### src/rtl/div_unit_if.sv
// Request/response bundle for the RV64M divide unit.
// The master side is execute control; the slave side is div_unit.
interface div_unit_if #(
   parameter int XLEN = 64
);
   logic            flush;
   logic            in_valid;
   logic            in_ready;
   logic [XLEN-1:0] srca;
   logic [XLEN-1:0] srcb;
   logic [1:0]      op;
   logic            is_word;
   logic            out_valid;
   logic            out_ready;
   logic [XLEN-1:0] result;
   logic            busy;

   modport master (
      output flush, in_valid, srca, srcb,
      output op, is_word, out_ready,
      input  in_ready, out_valid, result, busy
   );

   modport slave (
      input  flush, in_valid, srca, srcb,
      input  op, is_word, out_ready,
      output in_ready, out_valid, result, busy
   );
endinterface

### src/rtl/div_unit.sv
// Radix-2 restoring divider for DIV/DIVU/REM/REMU and W forms.
// Define DIV_FAST_PATH_EN for single-cycle trivial cases.
module div_unit #(
   parameter int XLEN = 64
) (
   input logic       clk,
   input logic       reset,
   div_unit_if.slave bus
);
   localparam int HX = XLEN / 2;
   localparam int CW = $clog2(XLEN) + 1;

   localparam logic [1:0] S_IDLE = 2'd0;
   localparam logic [1:0] S_BUSY = 2'd1;
   localparam logic [1:0] S_DONE = 2'd2;

   localparam logic [XLEN-1:0] MIN_D =
      {1'b1, {(XLEN-1){1'b0}}};
   localparam logic [XLEN-1:0] MIN_W =
      {{HX{1'b0}}, 1'b1, {(HX-1){1'b0}}};

   logic [1:0]      r_state;
   logic [CW-1:0]   r_count;
   logic [XLEN-1:0] r_rem;
   logic [XLEN-1:0] r_quo;
   logic [XLEN-1:0] r_div;
   logic [XLEN-1:0] r_result;
   logic            r_neg_q;
   logic            r_neg_r;
   logic            r_is_rem;
   logic            r_is_word;

   logic            w_signed;
   logic            w_is_rem;
   logic [XLEN-1:0] w_a_ext;
   logic [XLEN-1:0] w_b_ext;
   logic            w_a_neg;
   logic            w_b_neg;
   logic [XLEN-1:0] w_a_mag;
   logic [XLEN-1:0] w_b_mag;
   logic            w_b_zero;
   logic            w_neg_q;
   logic [XLEN-1:0] w_dvd_init;
   logic [CW-1:0]   w_count_init;

   logic [XLEN:0]   w_shift;
   logic [XLEN:0]   w_diff;
   logic            w_qbit;
   logic [XLEN-1:0] w_rem_nxt;
   logic [XLEN-1:0] w_quo_nxt;

   logic            w_fast;
   logic [XLEN-1:0] w_fast_res;

   // Apply the sign fix-up, then narrow and sign-extend W results.
   function automatic logic [XLEN-1:0] f_final(
      input logic [XLEN-1:0] q,
      input logic [XLEN-1:0] r,
      input logic            nq,
      input logic            nr,
      input logic            rem,
      input logic            word
   );
      logic [XLEN-1:0] v;
      logic            n;
      v = rem ? r : q;
      n = rem ? nr : nq;
      if (n) begin
         v = {XLEN{1'b0}} - v;
      end
      if (word) begin
         v = {{HX{v[HX-1]}}, v[HX-1:0]};
      end
      return v;
   endfunction

   assign w_signed = ~bus.op[0];
   assign w_is_rem = bus.op[1];

   always_comb begin
      w_a_ext = bus.srca;
      w_b_ext = bus.srcb;
      if (bus.is_word) begin
         w_a_ext = {{HX{w_signed & bus.srca[HX-1]}},
                    bus.srca[HX-1:0]};
         w_b_ext = {{HX{w_signed & bus.srcb[HX-1]}},
                    bus.srcb[HX-1:0]};
      end
   end

   assign w_a_neg  = w_signed & w_a_ext[XLEN-1];
   assign w_b_neg  = w_signed & w_b_ext[XLEN-1];
   assign w_a_mag  = w_a_neg ? ({XLEN{1'b0}} - w_a_ext)
                             : w_a_ext;
   assign w_b_mag  = w_b_neg ? ({XLEN{1'b0}} - w_b_ext)
                             : w_b_ext;
   assign w_b_zero = (w_b_ext == {XLEN{1'b0}});
   // A zero divisor must leave the all-ones quotient unsigned.
   assign w_neg_q  = (w_a_neg ^ w_b_neg) & ~w_b_zero;

   // W dividends sit in the top half so the MSB is shifted out first.
   assign w_dvd_init = bus.is_word
                     ? {w_a_mag[HX-1:0], {HX{1'b0}}}
                     : w_a_mag;
   assign w_count_init = bus.is_word ? CW'(HX) : CW'(XLEN);

   assign w_shift   = {r_rem, r_quo[XLEN-1]};
   assign w_diff    = w_shift - {1'b0, r_div};
   assign w_qbit    = ~w_diff[XLEN];
   assign w_rem_nxt = w_qbit ? w_diff[XLEN-1:0]
                             : w_shift[XLEN-1:0];
   assign w_quo_nxt = {r_quo[XLEN-2:0], w_qbit};

`ifdef DIV_FAST_PATH_EN
   logic            w_ovf;
   logic [XLEN-1:0] w_min;
   logic [XLEN-1:0] w_fq;
   logic [XLEN-1:0] w_fr;

   assign w_min  = bus.is_word ? MIN_W : MIN_D;
   assign w_ovf  = w_signed & (&w_b_ext) & w_a_neg
                 & (w_a_mag == w_min);
   assign w_fast = w_b_zero | w_ovf | (w_a_mag < w_b_mag);
   assign w_fq   = w_b_zero ? {XLEN{1'b1}}
                 : (w_ovf ? w_a_mag : {XLEN{1'b0}});
   assign w_fr   = w_ovf ? {XLEN{1'b0}} : w_a_mag;
   assign w_fast_res = f_final(w_fq, w_fr, w_neg_q, w_a_neg,
                               w_is_rem, bus.is_word);
`else
   logic [2*XLEN-1:0] w_unused;

   assign w_unused   = {MIN_D, MIN_W};
   assign w_fast     = 1'b0;
   assign w_fast_res = {XLEN{1'b0}};
`endif

   always_ff @(posedge clk or negedge reset) begin
      if (!reset) begin
         r_state   <= S_IDLE;
         r_count   <= '0;
         r_rem     <= '0;
         r_quo     <= '0;
         r_div     <= '0;
         r_result  <= '0;
         r_neg_q   <= 1'b0;
         r_neg_r   <= 1'b0;
         r_is_rem  <= 1'b0;
         r_is_word <= 1'b0;
      end else if (bus.flush) begin
         r_state <= S_IDLE;
      end else begin
         unique case (1'b1)
            (r_state == S_IDLE): begin
               if (bus.in_valid) begin
                  r_rem     <= '0;
                  r_quo     <= w_dvd_init;
                  r_div     <= w_b_mag;
                  r_count   <= w_count_init;
                  r_neg_q   <= w_neg_q;
                  r_neg_r   <= w_a_neg;
                  r_is_rem  <= w_is_rem;
                  r_is_word <= bus.is_word;
                  if (w_fast) begin
                     r_result <= w_fast_res;
                     r_state  <= S_DONE;
                  end else begin
                     r_state  <= S_BUSY;
                  end
               end
            end
            (r_state == S_BUSY): begin
               r_rem   <= w_rem_nxt;
               r_quo   <= w_quo_nxt;
               r_count <= r_count - 1'b1;
               if (r_count == CW'(1)) begin
                  r_state  <= S_DONE;
                  r_result <= f_final(w_quo_nxt, w_rem_nxt,
                                      r_neg_q, r_neg_r,
                                      r_is_rem, r_is_word);
               end
            end
            (r_state == S_DONE): begin
               if (bus.out_ready) begin
                  r_state <= S_IDLE;
               end
            end
            default: begin
               r_state <= S_IDLE;
            end
         endcase
      end
   end

   assign bus.in_ready  = (r_state == S_IDLE) & ~bus.flush;
   assign bus.out_valid = (r_state == S_DONE);
   assign bus.result    = r_result;
   assign bus.busy      = (r_state != S_IDLE);
endmodule

### src/flat_wrapper.sv
// flat-port wrapper written by rule: the top's interface ports become plain ports
module div_unit_flat 
#(
   parameter int XLEN = 64
)
  (clk, reset, bus_flush, bus_in_valid, bus_srca, bus_srcb, bus_op, bus_is_word, bus_out_ready, bus_in_ready, bus_out_valid, bus_result, bus_busy);
  div_unit_if #(.XLEN(XLEN)) bus_i ();
  input logic clk;
  input logic reset;
  input wire logic [$bits(bus_i.flush)-1:0] bus_flush;
  input wire logic [$bits(bus_i.in_valid)-1:0] bus_in_valid;
  input wire logic [$bits(bus_i.srca)-1:0] bus_srca;
  input wire logic [$bits(bus_i.srcb)-1:0] bus_srcb;
  input wire logic [$bits(bus_i.op)-1:0] bus_op;
  input wire logic [$bits(bus_i.is_word)-1:0] bus_is_word;
  input wire logic [$bits(bus_i.out_ready)-1:0] bus_out_ready;
  output wire logic [$bits(bus_i.in_ready)-1:0] bus_in_ready;
  output wire logic [$bits(bus_i.out_valid)-1:0] bus_out_valid;
  output wire logic [$bits(bus_i.result)-1:0] bus_result;
  output wire logic [$bits(bus_i.busy)-1:0] bus_busy;
  assign bus_i.flush = bus_flush;
  assign bus_i.in_valid = bus_in_valid;
  assign bus_i.srca = bus_srca;
  assign bus_i.srcb = bus_srcb;
  assign bus_i.op = bus_op;
  assign bus_i.is_word = bus_is_word;
  assign bus_i.out_ready = bus_out_ready;
  assign bus_in_ready = bus_i.in_ready;
  assign bus_out_valid = bus_i.out_valid;
  assign bus_result = bus_i.result;
  assign bus_busy = bus_i.busy;
  div_unit #(.XLEN(XLEN)) u_core (.clk(clk), .reset(reset), .bus(bus_i));
endmodule
### config.mk
export PLATFORM = sky130hd
export DESIGN_NAME = div_unit_flat
export DESIGN_NICKNAME = d
export VERILOG_FILES = /design/src/rtl/div_unit_if.sv /design/src/rtl/div_unit.sv /design/src/flat_wrapper.sv
export SDC_FILE = /design/constraint.sdc
export NUM_CORES = 1
export LEC_CHECK = 0
export BUFFER_PORTS_ARGS = -buffer_cell sky130_fd_sc_hd__buf_2
export CAP_MARGIN = 25
export CORE_MARGIN = 2
export CORE_UTILIZATION = 50
export DETAILED_ROUTE_END_ITERATION = 8
export PLACE_DENSITY = 0.69
export SETUP_SLACK_MARGIN = 0.4
export SLEW_MARGIN = 5
export SYNTH_ARGS = -nofsm -noshare
export SYNTH_HDL_FRONTEND = slang
export SYNTH_SLANG_ARGS = --single-unit
### constraint.sdc
create_clock -name clk -period 5.6 [get_ports clk]
set_input_delay 1.68 -clock clk [delete_from_list [all_inputs] [get_ports clk]]
set_output_delay 1.68 -clock clk [all_outputs]
set_load 0.02 [all_outputs]
==> metrics.md, run 1 <==
| Metric | Value |
|---|---|
| Routing layer with the top usage in global route | `met2` |
| Final ANT Viol Nets | `0` |
| Hold depth | `2` |
| Arr. time, crit path | `5.78 ns` |
| Starting Density | `50.64%` |
| Synth warn | `0` |
| CTS Buf Count | `35` |
| Total Wirelength | `between 90 and 100 mm` |
| Synth top area share | `30.13%` |
| Clk root buf | `clkbuf_16` |
| Via count | `24639` |
| Unrepaired setup endpoints after global routing | `yes` |
| Setup crit start kind | `register` |
| Final setup fails | `0` |
| Max cap viols | `0` |
| Worst setup EP type | `register` |
| Clock transition time at the flip-flop clock pins of the worst setup and hold paths | `0.06 ns` |
| Slew @ Worst Pin | `1.004 ns` |
| Port bufs | `202` |
| Die Y | `approximately 220 um` |
| Endpoint required time on the critical path | `6.10 ns` |
| Synth cell types | `approximately 100` |
| Row cnt | `77` |
| Layout area overhead | `20.73%` |
| Final layout net count | `3442` |
| P_int | `0.007534 W` |
| Number of synthesized flops with an enable pin | `0` |
| R2R setup slack | `0.33 ns` |
| DRC errors left | `0` |
| Die area | `46400 um^2` |
| Initial detailed-routing violation count | `roughly 2600` |
| Combinational cell fraction of total power | `between 60% and 70%` |
| Main flop type after synthesis | `dfrtp_1` |
| FF-to-FF Start | `u_core.r_rem[2]` |
| Hold Startpoint | `u_core.bus.result[12]` |
| Initial antenna violation count | `1` |
| R2R depth | `19` |
| Pwr Total | `0.01518 W` |
| Max-slew violations | `0` |
| FF-to-FF End | `u_core.bus.result[47]` |
| Synth area leaders | `dfrtp_1, o21ai_0, nand2_1` |
| Util after Layout | `61.14%` |
| Clock buffer depth | `3` |
| Net count after synthesis | `3189` |
| Seq cells post-synth | `approximately 270` |
| Met3 GRT Util | `slightly above 6%` |
| Seq/Total Area, Yosys | `30.13%` |
| Met2 Track Usage GR | `62.09%` |
| Status | `complete, no violations` |
| P_leak | `around 12 nW` |
| Worst slew margin | `33.10%` |
| Sw Share | `roughly 50%` |
| GRT Overall Usage | `a little under two fifths` |
| Syn avg cell area | `7.490 um^2` |
| PwrDens | `562.7 nW/um^2` |
| WHS Endpoint | `u_core.bus.result[12]` |
| Placed cell areas | `24730 um^2` |
| Final hold violation count | `0` |
| Crit Path Class | `register to register` |
| Netlist Area Pre-Place | `approximately 22000 um^2` |
| Fraction of layout cells with a size suffix above 1 | `between 15 and 20%` |
| Detail Placement HPWL | `70.25 mm` |
| Vias in the first global route | `23207` |
| Crit share post-route | `94.18%` |
| Min Tclk post-route | `roughly 5.3 ns` |
| Mapped Cells | `2983` |
| Clock Power Share | `16.4%` |
| GR Util met1 | `49.64%` |
| Initial DRT Pass Iterations | `6` |
| Total I/O pin count | `203` |
| H-tree levels | `2` |
| Synth area leader | `dfrtp_1` |
| Clk sink count | `around 270` |
| Global-route wire length before repair | `137.6 mm` |
| IR drop worst, VDD | `298.2 uV` |
| Worst skew pair latency | `0.58 ns` |
| Reg power frac | `21.8%` |
| Routability cong. | `1.017` |
| Hold Crit Class | `register to register` |
| Switching power total | `0.007646 W` |
| Via density | `6.393` |
| Largest net degree at the start of global routing | `110` |
| Gr ovfl total | `0` |
| Setup Skew | `0.02788 ns` |
| DR WL/cell | `~24 um` |
| CP max FO | `8` |
| Die width | `approximately 220 um` |
| Total core area | `44120 um^2` |
| Highest clock rate | `189.6 MHz` |
| CTS tree | `built` |
| Post-route cell area | `between 20000 and 30000 um^2` |
| Async set-or-reset flop fraction in the synthesized netlist | `100.0%` |
worst max-delay path, cell delays in order (launching register included):
cell,delay [ns]
dfrtp_1,0.46
ha_1,0.40
o211a_1,0.23
o31a_1,0.19
o211ai_1,0.29
buf_4,0.22
a21boi_4,0.08
o31ai_4,0.34
a21oi_4,0.13
buf_2,0.21
a2111oi_4,0.37
a221oi_2,0.13
or4_4,0.47
or3_4,0.42
buf_6,0.14
buf_4,0.16
o41ai_1,0.46
xor2_1,0.22
nand2_1,0.09
a31oi_1,0.17
stage by stage:
stage / std cells / hold WS (ns) / worst slack (ns) / TNS [ns]
6_report: 3854 / 0.4732 / 0.3257 / 0
5_1_grt: 3853 / 0.5001 / 0.2258 / 0
4_1_cts: 3829 / 0.4774 / 0.3934 / 0
3_5_place_dp: 3761 / 0.4634 / -0.1157 / -1.027
3_3_place_gp: 3760 / 0.4555 / -0.03154 / -0.08292
2_1_floorplan: 2983 / 0.4498 / 0.4222 / 0
power by group through the flow:
stage,clock (W),sequential [W],combinational (W)
global route,0.00258,0.00336,0.0101
global placement,0,0.00326,0.00845
finish,0.00248,0.00331,0.00939
detailed placement,0,0.00328,0.00851
floorplan,0,0.00315,0.00541
CTS,0.00250,0.00326,0.00875
state kept, by name (all words and copies together), names as in the netlist:
name / flops
u_core.r_is_rem: 1
u_core.r_neg_q: 1
u_core.r_quo: 64
u_core.r_count: 7
u_core.r_neg_r: 1
u_core.r_state: 2
u_core.bus.result: 64
u_core.r_div: 64
u_core.r_is_word: 1
u_core.r_rem: 64
per-layer routing:
metal | vias to the layer above | part of all wire (%) | wire [um]
li1 | 11367 | - | -
met1 | 11800 | 41 | 36960
met2 | 1212 | 46 | 41850
met3 | 260 | 7.6 | 6889
met4 | 0 | 5.6 | 5053
met5 | - | 0 | 0
layout make-up:
cell class	instances	area [um^2]
diodes	1	2.502
clock buffers	43	915.9
clock inverters	19	312.8
fillers	4185	17150
inverters	97	364.1
multi-input cells	2435	15300
flip-flops and latches	269	6743
well taps	592	740.7
repair buffers	398	2599
cell families after synthesis:
logic type	after synthesis	share of synthesized area (%)
adders and majority gates	70	3.953
buffers and inverters	279	4.855
muxes	42	1.915
DFF	269	30.13
AOI/OAI and AO/OA	1034	28.58
xor gates and xnor gates	199	7.800
and+or+nand+nor	1090	22.77
worst max-delay path by stage:
stage	endpoint	cells after the start	from	slack, ns
final	u_core.bus.result[47]	19	u_core.r_rem[2]	0.33
after global routing	u_core.bus.result[57]	21	u_core.r_quo[63]	0.23
after CTS	u_core.bus.result[37]	19	u_core.r_quo[63]	0.39
after detailed placement	u_core.bus.result[37]	18	u_core.r_rem[33]	-0.12
after global placement	u_core.bus.result[60]	19	u_core.r_quo[63]	-0.03
after floorplan	u_core.r_quo[57]	14	bus_srca[16]	0.42
cell usage after synthesis, drive strengths merged (56+ instances only):
cell	count
a211oi	56
a21oi	263
clkbuf	137
dfrtp	269
ha	69
inv	96
nand2	380
nand3	78
nor2	304
nor3	61
o21ai	349
xnor2	99
xor2	100
what timing repair did:
item | CTS | global route
resized for setup | 45 | 137
cloned | 0 | 1
hold buffers | 0 | 0
setup buffers | 6 | 22
pin swaps | 9 | 41
setup endpoints to repair | 47 | 58
cells in the final DEF (no fill, tap or decap), types with 26 or more instances in the layout:
cell and count:
a22oi_1 33, nand4_1 44, dfrtp_1 262, xor2_1 99, or3_1 26, nor3_1 51, nand3_1 74, a21o_1 35
inv_1 95, nand2_1 376, o31ai_1 41, clkbuf_16 35, xnor2_1 97, o21ai_1 27, a31oi_1 41, mux2i_1 34
nor4_1 41, ha_1 45, nor2_1 297, o211ai_1 34, a211oi_1 48, a21oi_1 249, o21ai_0 313, buf_4 181
buf_2 201
Note: power is estimated with default switching activity, not from simulation.
==> inputs of run 2 (changes only) <==
- ABC_AREA: default -> 0
- CTS_BUF_LIST: default -> sky130_fd_sc_hd__clkbuf_16
==> run 2 against run 1 <==
Against the previous run: non-clock buffer count did not move; cell area barely moved; register-to-register slack improved by 0.03 ns; cell count barely moved; sequential power barely moved; largest cell class unchanged; core utilization barely moved; largest power group unchanged; clock-buffer cell count fell by 8.
==> metrics.md, run 2 (synthesis gave the netlist of run 1 again) <==
| Metric | Value |
|---|---|
| Placed cells | `3761 (unchanged)` |
| Worst skew pair latency | `0.58 ns (about the same)` |
| Most frequent cells in the layout | `nand2_1, o21ai_0, nor2_1` |
| H-tree levels | `2 (unchanged)` |
| # diodes | `0 (-1)` |
| PwrDens | `562.0 nW/um^2 (-0.13%)` |
| Total Wirelength | `90.81 mm (about the same)` |
| Row cnt | `77 (unchanged)` |
| Initial antenna violation count | `1 (unchanged)` |
| Via density | `6.390 (about the same)` |
| CTS Buf Count | `35 (unchanged)` |
| Setup crit start kind | `register` |
| Clock transition time at the flip-flop clock pins of the worst setup and hold paths | `0.06 ns (about the same)` |
| Port bufs | `202 (unchanged)` |
| P_leak | `11.61 nW (+0.20%)` |
| Crit share post-route | `93.57% (-0.62 points)` |
| Hold Crit Class | `register to register` |
| Crit Path Class | `register to register` |
| Pwr Total | `0.01515 W (-0.18%)` |
| Status | `complete, no violations` |
| CP max FO | `8 (unchanged)` |
| Gr ovfl total | `0 (unchanged)` |
| Most common cell after layout, fill and taps aside | `nand2_1` |
| Util after Layout | `61.11% (about the same)` |
| Max-slew violations | `0 (unchanged)` |
| Global-route wire length before repair | `137.6 mm (about the same)` |
| CTS tree | `built` |
| Min Hold Slack | `0.4733 ns (+0.0001080 ns)` |
| Detail Placement HPWL | `70.25 mm (unchanged)` |
| Endpoint required time on the critical path | `6.10 ns (about the same)` |
| Worst slew margin | `33.00% (-0.10 points)` |
| Routability cong. | `1.017 (unchanged)` |
| Clk root buf | `clkbuf_16` |
| Arr. time, crit path | `5.74 ns (-0.04 ns)` |
| R2R setup slack | `0.36 ns (+0.03 ns)` |
| Setup Skew | `0.02683 ns (-0.001049 ns)` |
| Clk sink count | `269 (unchanged)` |
| DRC errors left | `0 (unchanged)` |
| Die Y | `215.4 um (unchanged)` |
| Layout area overhead | `20.67% (about the same)` |
| Worst setup EP type | `register` |
| Via count | `24620 (-0.077%)` |
| Largest net degree at the start of global routing | `110 (unchanged)` |
| Max cap viols | `0 (unchanged)` |
| Final ANT Viol Nets | `0 (unchanged)` |
| Die width | `215.4 um (unchanged)` |
| Total I/O pin count | `203 (unchanged)` |
| Starting Density | `50.64% (unchanged)` |
| IR drop worst, VDD | `297.1 uV (-0.35%)` |
| Layout Cells excl Fill | `3853 (-0.026%)` |
| Fraction of layout cells with a size suffix above 1 | `19.35% (-0.031 points)` |
| Post-route cell area | `26960 um^2 (about the same)` |
| Vias in the first global route | `23198 (-0.039%)` |
| Final hold violation count | `0 (unchanged)` |
| Hold_buf cts | `0 (unchanged)` |
| Die area | `46400 um^2 (unchanged)` |
| Clock buffer depth | `3 (unchanged)` |
| Final layout net count | `3442 (unchanged)` |
| Initial DRT Pass Iterations | `6 (unchanged)` |
| Final setup fails | `0 (unchanged)` |
| Unrepaired setup endpoints after global routing | `yes` |
| Total core area | `44120 um^2 (unchanged)` |
| Slew @ Worst Pin | `1.005 ns (+0.001504 ns)` |
| DR WL/cell | `23.57 um (about the same)` |
| GRT Overall Usage | `38.19% (about the same)` |
| Highest clock rate | `190.9 MHz (+0.66%)` |
| Placed cell areas | `24730 um^2 (unchanged)` |
| Min Tclk post-route | `5.240 ns (-0.03462 ns)` |
| Initial detailed-routing violation count | `2706 (+2.3%)` |
-- run 2: cell types whose count changed in the layout (fill, tap and decap cells not counted), sizes merged --
cell	delta
diode	-1
clkinv	+1
inv	+7
clkbuf	-8
-- run 2: through the flow --
| step | TNS [ns] | setup WS [ns] |
|---|---|---|
| floorplan | 0 | 0.4222 |
| global placement | -0.08292 | -0.03154 |
| detailed placement | -1.027 | -0.1157 |
| CTS | 0 | 0.3934 |
| global route | 0 | 0.2268 |
| finish | 0 | 0.3603 |
-- run 2: worst paths after layout --
check / start / end / cells after the start
worst max-delay path: u_core.r_rem[2] / u_core.bus.result[47] / 19
worst min-delay path: u_core.bus.result[12] / u_core.bus.result[12] / 2
worst max register to register: u_core.r_rem[2] / u_core.bus.result[47] / 19
worst min register to register: u_core.bus.result[12] / u_core.bus.result[12] / 2
max in group asynchronous: reset / u_core.r_rem[54] / 2
min in group asynchronous: reset / u_core.r_div[6] / 1
-- run 2: report_power, final --
| group | switching (W) | internal (W) | total [W] | leakage [nW] |
|---|---|---|---|---|
| sequential | 0.000733 | 0.00258 | 0.00331 | 3.50 |
| clock | 0.000979 | 0.00148 | 0.00246 | 0.621 |
| combinational | 0.00594 | 0.00345 | 0.00939 | 7.49 |
| total | 0.00765 | 0.00751 | 0.0152 | 11.6 |
-- run 2: per-layer routing --
layer / track usage (%) / part of all wire [%]
met1: 49.61 / 41
met2: 62.10 / 46
met4: 18.55 / 5.5
met3: 6.159 / 7.4
met5: 0 / 0
-- run 2: final cells by class --
cell class / instances / area (um^2)
fillers: 4188 / 17160
multi-input cells: 2435 / 15300
flip-flops and latches: 269 / 6743
repair buffers: 398 / 2599
clock buffers: 35 / 875.8
well taps: 592 / 740.7
inverters: 97 / 364.1
clock inverters: 27 / 342.8
-- run 2: what timing repair did --
action | CTS | global route
buffers inserted | 6 | 22
gates cloned | 0 | 1
setup endpoints to repair | 47 | 58
pin swaps | 9 | 42
resized for setup | 45 | 137
-- run 2: critical path, cell delays in order (launching register included) --
cell	delay [ns]
dfrtp_1	0.46
ha_1	0.40
o211a_1	0.23
o31a_1	0.18
o211ai_1	0.29
buf_4	0.21
a21boi_4	0.08
o31ai_4	0.34
a21oi_4	0.13
buf_2	0.21
a2111oi_4	0.37
a221oi_2	0.13
or4_4	0.47
or3_4	0.41
buf_6	0.14
buf_4	0.16
o41ai_1	0.45
xor2_1	0.22
nand2_1	0.09
a31oi_1	0.17
